File: src/rtl/serial_adder_pkg.sv
`default_nettype none
// ============================================================================
//  Module      : serial_adder_pkg
//  Description : Shared definitions for the bit-serial adder: FSM state
//                encodings and the default operand width.
//  Revision    : 1.0 - initial release
// ============================================================================
package serial_adder_pkg;

    // Default operand / result width in bits
    localparam int c_default_width = 4;

    // Controller states
    typedef enum logic [1:0] {
        IDLE  = 2'd0,
        SHIFT = 2'd1,
        DONE  = 2'd2
    } state_t;

endpackage : serial_adder_pkg
`default_nettype wire

File: src/rtl/serial_adder_sum1bcc.sv
`default_nettype none
// ============================================================================
//  Module      : sum1bcc
//  Description : One-bit full adder slice.
//  Ports       : x, y  - operand bits
//                c     - carry in
//                out   - sum bit
//                z     - carry out
//  Revision    : 1.0 - initial release
// ============================================================================
module sum1bcc (
    input  logic x,
    input  logic y,
    input  logic c,
    output logic out,
    output logic z
);

    logic w_p;

    assign w_p = x ^ y;
    assign out = w_p ^ c;
    assign z   = (x & y) | (c & w_p);

endmodule : sum1bcc
`default_nettype wire

File: src/rtl/serial_adder.sv
`default_nettype none
// ============================================================================
//  Module      : serial_adder
//  Description : Bit-serial adder. Operands are loaded on start, then one bit
//                per cycle is added LSB-first through a single full-adder
//                slice. After WIDTH cycles the result appears on sum/cout
//                with a one-cycle done pulse. sum/cout hold until the next
//                completed operation.
//  Config      : SERIAL_ADDER_SUB_EN - when defined, start with sub=1
//                computes a - b (cout=1 means no borrow). When undefined the
//                sub input is ignored.
//  Ports       : clk   - clock, rising edge
//                rst   - asynchronous active-high reset
//                start - begin one operation (accepted in IDLE only)
//                a, b  - unsigned operands
//                sub   - subtract request, sampled with start
//                busy  - operation in progress (SHIFT or DONE)
//                done  - one-cycle pulse when sum/cout are updated
//                sum   - registered result, modulo 2^WIDTH
//                cout  - registered carry-out of bit WIDTH
//  Revision    : 1.0 - initial release
// ============================================================================
module serial_adder
    import serial_adder_pkg::*;
#(
    parameter int WIDTH = c_default_width
) (
    input  logic             clk,
    input  logic             rst,
    input  logic             start,
    input  logic [WIDTH-1:0] a,
    input  logic [WIDTH-1:0] b,
    input  logic             sub,
    output logic             busy,
    output logic             done,
    output logic [WIDTH-1:0] sum,
    output logic             cout
);

    localparam int CNT_W = (WIDTH > 1) ? $clog2(WIDTH) : 1;
    localparam logic [CNT_W-1:0] c_last = CNT_W'(WIDTH - 1);

    state_t           r_state;
    logic [WIDTH-1:0] r_a;
    logic [WIDTH-1:0] r_b;
    logic [WIDTH-1:0] r_res;
    logic [CNT_W-1:0] r_cnt;
    logic             r_carry;

    logic             w_y;
    logic             w_cin_init;
    logic             w_s;
    logic             w_z;
    logic [WIDTH-1:0] w_res_next;

`ifdef SERIAL_ADDER_SUB_EN
    logic             r_sub;

    // Subtraction as a + ~b + 1: invert b per bit and seed the carry with 1
    assign w_y        = r_b[0] ^ r_sub;
    assign w_cin_init = sub;
`else
    logic             w_unused_sub;

    assign w_unused_sub = sub;
    assign w_y          = r_b[0];
    assign w_cin_init   = 1'b0;
`endif

    sum1bcc u_slice (
        .x   (r_a[0]),
        .y   (w_y),
        .c   (r_carry),
        .out (w_s),
        .z   (w_z)
    );

    // Sum bits enter at the MSB so that after WIDTH shifts bit 0 sits at LSB
    assign w_res_next = {w_s, r_res[WIDTH-1:1]};

    always_ff @(posedge clk or posedge rst) begin
        if (rst) begin
            r_state <= IDLE;
            r_a     <= '0;
            r_b     <= '0;
            r_res   <= '0;
            r_cnt   <= '0;
            r_carry <= 1'b0;
            busy    <= 1'b0;
            done    <= 1'b0;
            sum     <= '0;
            cout    <= 1'b0;
`ifdef SERIAL_ADDER_SUB_EN
            r_sub   <= 1'b0;
`endif
        end else begin
            unique case (r_state)
                IDLE: begin
                    done <= 1'b0;
                    if (start) begin
                        r_a     <= a;
                        r_b     <= b;
                        r_res   <= '0;
                        r_cnt   <= '0;
                        r_carry <= w_cin_init;
`ifdef SERIAL_ADDER_SUB_EN
                        r_sub   <= sub;
`endif
                        busy    <= 1'b1;
                        r_state <= SHIFT;
                    end
                end

                SHIFT: begin
                    r_carry <= w_z;
                    r_res   <= w_res_next;
                    r_a     <= r_a >> 1;
                    r_b     <= r_b >> 1;
                    r_cnt   <= r_cnt + CNT_W'(1);
                    if (r_cnt == c_last) begin
                        // Final bit is captured straight from the slice
                        sum     <= w_res_next;
                        cout    <= w_z;
                        done    <= 1'b1;
                        r_state <= DONE;
                    end
                end

                DONE: begin
                    done    <= 1'b0;
                    busy    <= 1'b0;
                    r_state <= IDLE;
                end

                default: begin
                    done    <= 1'b0;
                    busy    <= 1'b0;
                    r_state <= IDLE;
                end
            endcase
        end
    end

endmodule : serial_adder
`default_nettype wire

File: config.mk
export PLATFORM = sky130hd
export DESIGN_NAME = serial_adder
export DESIGN_NICKNAME = d
export VERILOG_FILES = /design/src/rtl/serial_adder_pkg.sv /design/src/rtl/serial_adder_sum1bcc.sv /design/src/rtl/serial_adder.sv
export SDC_FILE = /design/constraint.sdc
export NUM_CORES = 1
export LEC_CHECK = 0
export ABC_CLOCK_PERIOD_IN_PS = 1200
export CORE_MARGIN = 8
export CORE_UTILIZATION = 46
export CTS_CLUSTER_DIAMETER = 60
export DETAILED_ROUTE_END_ITERATION = 7
export HOLD_SLACK_MARGIN = 0.03
export PLACE_DENSITY_LB_ADDON = 0.2
export SLEW_MARGIN = 10
export SYNTH_ARGS = -nofsm -noshare
export SYNTH_HDL_FRONTEND = slang
export SYNTH_SLANG_ARGS = --single-unit
File: constraint.sdc
create_clock -name clk -period 1.2 [get_ports clk]
set_input_delay 0.12 -clock clk [delete_from_list [all_inputs] [get_ports clk]]
set_output_delay 0.12 -clock clk [all_outputs]
set_load 0.02 [all_outputs]
# --- Yosys cells after proc, flatten, opt, wreduce, memory -nomap -nowiden ---
# Cells that the tools add are included.
totals:
  register_bits: 24
  output_inout_bits: 7
  elab_cells: 44
op_classes:
  addsub: 1
  eq_ne: 4
  n_mux: 17
  n_bitwise: 6
  reduce_logical: 6
ops:
  columns: ["op", "count"]
  rows:
  - ["$pmux W4 S2", 3]
  - ["$mux W4", 3]
  - ["$pmux W2 S2", 2]
  - ["$reduce_and A2 Y1", 4]
  - ["$mux W2", 3]
  - ["$mux W1", 4]
  - ["$ne A2 B2 Y1 const B", 2]
  - ["$pmux W1 S2", 2]
  - ["$add A2 B1 Y2 const B", 1]
  - ["$and A1 B1 Y1", 2]
  - ["$eq A2 B1 Y1 const B", 1]
  - ["$eq A2 B2 Y1 const B", 1]
  - ["$logic_not A2 Y1", 1]
  - ["$reduce_bool A2 Y1", 1]
  - ["$xor A1 B1 Y1", 2]
  - ["$not A1 Y1", 1]
  - ["$or A1 B1 Y1", 1]

# --- Longest topological paths before layout ---
depth:
  word_depth: 4
  ltp_mapped: 4

# --- Modules after synthesis ---
# A second synthesis with hierarchy kept.
unflattened:
  cells_unflattened: 79
  hier_area_um2: 1031.0
by_module_without_submodules:
  columns: ["mod", "instances", "cells_each", "area_each_um2", "seq_area_each_um2"]
  rows:
  - ["serial_adder", 1, 78, 1011.0, 575.6]
  - ["sum1bcc", 1, 1, 20.0, 0.0]

# --- Worst setup path before layout ---
# OpenSTA, ideal clock, no wires.
synth_path:
  path_type: "reg2reg"
  from: "register r_carry"
  to: "register sum[3]"
  setup_time_ns: 0.128
  arrival_ns: 1.131
  required_ns: 1.072
  path_slack_ns: -0.059
  stages_incl_launch_ff: 3
  path_buffers: 0
  synth_period_minus_slack_ns: 1.259
  cell_sequence: "dfrtp_1 -> fa_1 -> mux2_1"
synth_via:
  elab_chain_len: 1
synth_rtl:
  columns: ["element", "line", "rtl"]
  rows:
  - ["start, declared", "serial_adder.sv:48", "logic r_carry;"]
  - ["start signal, assigned", "serial_adder.sv:105", "r_carry <= w_cin_init;"]
  - ["start signal, assigned", "serial_adder.sv:115", "r_carry <= w_z;"]
  - ["$xor A1 B1 Y1", "serial_adder_sum1bcc.sv:22", "assign out = w_p ^ c;"]
  - ["via u_slice.out", "serial_adder_sum1bcc.sv:15", "output logic out,"]
  - ["end signal, assigned", "serial_adder.sv:122", "sum <= w_res_next;"]
  - ["end, declared", "serial_adder.sv:36", "output logic [WIDTH-1:0] sum,"]
# The timed path passes the listed nets, and every way through them passes these cells.
# A chain may end at the register's enable or synchronous reset.

# --- Final worst setup path ---
layout_path:
  from: "register r_a[0]"
  to: "register sum[3]"
layout_via:
  elab_chain_len: 2
layout_rtl:
  columns: ["element", "line", "rtl"]
  rows:
  - ["start, declared", "serial_adder.sv:44", "logic [WIDTH-1:0] r_a;"]
  - ["start signal, assigned", "serial_adder.sv:117", "r_a <= r_a >> 1;"]
  - ["$xor A1 B1 Y1", "serial_adder_sum1bcc.sv:21", "assign w_p = x ^ y;"]
  - ["$xor A1 B1 Y1", "serial_adder_sum1bcc.sv:22", null]
  - ["via u_slice.out", "serial_adder_sum1bcc.sv:15", null]
# The timed path passes the listed nets, and every way through them passes these cells.

==> metrics.md <==
| Metric | Value |
|---|---|
| Final setup viols | `3` |
| Initial antenna violation count | `0` |
| Cts bufs inserted | `3` |
| RSZ-0062 raised after global routing | `true` |
| Worst Tran Pin Value | `a little under 0.4 ns` |
| Status | `complete, but fails checks` |
| Post-synth top cells | `dfrtp_1 (23), inv_1 (10), a22o_1 (5), mux2_1 (5), nor2_1 (4)` |
| Reg clk slew, reported paths | `around 0.13 ns` |
| WP data required | `1.40 ns` |
| GRT Resource Usage Total | `10.83%` |
| Clock Path Buffers | `2` |
| I/O pin count | `19` |
| Cells after DPL | `131` |
| Post-Syn Area per Cell | `13.28 um^2` |
| Vias in the first global route | `just over 800` |
| Synth Flop Type | `dfrtp_1` |
| Core Util, Final | `about two thirds` |
| GRT overflow | `0` |
| CP startpoint kind | `flop` |
| # Max-Cap Violations | `0` |
| Routed Antenna Nets | `0` |
| Busiest layer in global routing | `met2` |
| Post-synth top area share | `a little over half` |
| Fin cells | `140` |
| FILL cells | `between 150 and 200` |
| Area contributors post-synth | `dfrtp_1 (53%), mux2_1 (5.2%), a221oi_2 (4.2%)` |
| Mapped Cells | `81` |
| Number of synthesized flops with an enable pin | `0` |
| Peak VDD IR | `1.224 mV` |
| Die area | `0.004143 mm^2` |
| Die H | `around 64 um` |
| DR iter-0 viols | `20` |
| Crit path time final | `1.276 ns` |
| Crit end category | `flop` |
| Lkg Pwr | `0.0006794 uW` |
| Initial Util | `48.64%` |
| Synth Register Bits | `23` |
| Fmax | `784.0 MHz` |
| Vias per cell | `roughly 5.3` |
| Final WS setup | `-0.07555 ns` |
| Largest net degree at the start of global routing | `24` |
| Placer Congestion | `0.7451` |
| Switching power | `1302 uW` |
| Part of the power in registers | `39.0%` |
| Drt first pass iters | `4` |
| Die X | `64.37 um` |
| HP Class | `input pin to async pin` |
| Root Driver | `clkbuf_4` |
| Combinational share of power | `around half` |
| Int Pwr | `2231 uW` |
| Clk pwr share | `9.7%` |
| Clk sinks | `23` |
| Slew HR | `around 74%` |
| Rows | `17` |
| Sequential area share after synthesis | `53.49%` |
| Fraction of the cycle the final worst path needs | `106.3%` |
| Post-synthesis async set-or-reset flop share | `between 90% and 100%` |
| Syn_nets | `between 90 and 100` |
| Yosys warns | `0` |
| Worst skew pair latency | `0.30 ns` |
| # diodes | `0` |
| CP max FO | `2` |
| Power Density | `2449 mW/mm^2` |
| Kind of critical path | `flop to flop` |
| Slew Limit Fails | `0` |
| Wire per inst | `between 10 and 15 um` |
| Grt met1 use | `between 10% and 20%` |
| Clk_skew | `0.007233 ns` |
| Switch share | `36.85%` |
| CTS tree | `built` |
| Drc violations | `0` |
| Top-count cell post-synth | `dfrtp_1` |
| Post-synth cell types | `25` |
| CP Data Arrival Time | `1.48 ns` |
| Violated checks | `negative setup slack` |
| Cts-stage hold buffer count | `0` |
| Final HPWL DP | `1471 um` |
| H-tree depth | `1` |
| Setup slack at placement | `-0.2243 ns` |
| First-pass GRT wire length | `approximately 3700 um` |
| Hold Violations, Final | `0` |
| Core Area | `0.002212 mm^2` |
| Layout cells sized above 1 | `about a third` |
| Total power | `~3500 uW` |
| DR vias | `747` |
| Synth area leader | `dfrtp_1` |
| GR Util met3 | `under 10%` |
| # port buffers | `17` |
| Post-synth design cell area | `0.001076 mm^2` |
| Layout area overhead | `34.07%` |
| GR Util met2 | `around 18%` |
| Final nets | `127` |
| Total wire length | `around 2000 um` |
critical path, cell delays in order, from the launching register on:
cell     delay [ns]
dfrtp_1        0.43
fa_2           0.48
mux2_4         0.27
power by group through the flow:
| stage | Sequential [uW] | Combinational, uW | Clock (uW) |
|---|---|---|---|
| 2_1_floorplan | 1410 | 1080 | 0 |
| 3_3_place_gp | 1360 | 1610 | 0 |
| 3_5_place_dp | 1380 | 1660 | 0 |
| 4_1_cts | 1370 | 1630 | 356 |
| 5_1_grt | 1430 | 1980 | 392 |
| 6_report | 1380 | 1810 | 344 |
per-stage QoR:
step           area (um^2)  hold WS [ns]   TNS, ns
6_report              1443        0.1433  -0.08445
4_1_cts               1359        0.1522   -0.1027
5_1_grt               1443        0.1811   -0.2093
2_1_floorplan         1080        0.1219  -0.05025
3_5_place_dp          1320        0.4799    -2.502
3_3_place_gp          1320        0.4649    -1.619
cell type report:
type,instances,area (um^2),share of cell area [%]
clock buffers,3,22.52,1.561
clock inverters,1,5.005,0.3469
inverters,10,37.54,2.602
multi-input cells,42,483.0,33.48
flip-flops and latches,23,578.1,40.07
well taps,28,35.03,2.428
repair buffers,33,281.5,19.51
state kept, by name (all words and copies together), names as in the netlist:
register / count
r_carry: 1
r_b: 4
sum: 4
cout: 1
r_res: 3
r_state: 2
done: 1
r_cnt: 2
busy: 1
r_a: 4
final timing paths:
check / from / to / slack (ns) / cells after the start
max: r_a[0]$_DFFE_PP0P_ / sum[3]$_DFFE_PP0P_ / -0.08 / 2
min: rst / r_res[2]$_DFFE_PP0P_ / 0.14 / 3
max reg2reg: r_a[0]$_DFFE_PP0P_ / sum[3]$_DFFE_PP0P_ / -0.08 / 2
min reg2reg: sum[2]$_DFFE_PP0P_ / sum[2]$_DFFE_PP0P_ / 0.50 / 1
max in group asynchronous: rst / r_state[0]$_DFFE_PP0P_ / 0.81 / 3
min in group clk: a[3] / r_a[3]$_DFFE_PP0P_ / 0.39 / 3
metal layers:
layer	part of all wire, %	vias up	wire, um
li1	-	357	-
met1	43	375	873
met2	51	13	1035
met3	4.9	2	99
met4	0.69	0	14
met5	0	-	0
kinds of logic (layout without fill, tap and decap cells):
logic type | after synthesis | in the layout | synth area share (%)
AND/OR/NAND/NOR | 17 | 17 | 13.60
AO/OA/AOI/OAI | 17 | 17 | 15.70
flip-flops | 23 | 23 | 53.49
buffers and inverters | 16 | 47 | 7.907
multiplexers | 6 | 6 | 6.279
adder cells (fa/ha/maj) | 2 | 2 | 3.023
repair_timing:
item | 4_1_cts | 5_1_grt
endpoints found under the setup margin | 17 | 13
gates cloned | 0 | 0
gates resized for setup | 11 | 8
pin swaps | 1 | 1
setup buffers | 1 | 4
placed cells by master (no fill, tap or decap):
master,count
a21oi_1,2
a221oi_1,1
a221oi_2,5
a22o_1,5
buf_4,16
clkbuf_4,3
clkdlybuf4s50_1,10
clkinv_2,1
dfrtp_1,21
dfrtp_2,2
dlygate4sd2_1,7
fa_2,1
ha_4,1
inv_1,10
mux2_1,4
mux2_2,1
mux2_4,1
nand2_1,1
nand2b_1,3
nand3b_4,1
nand4bb_1,1
nor2_1,4
nor2b_1,1
nor4b_2,4
nor4b_4,2
o21a_1,1
o21bai_4,1
o2bb2ai_1,1
o311ai_1,1
Power figures use the tool's default switching activity.
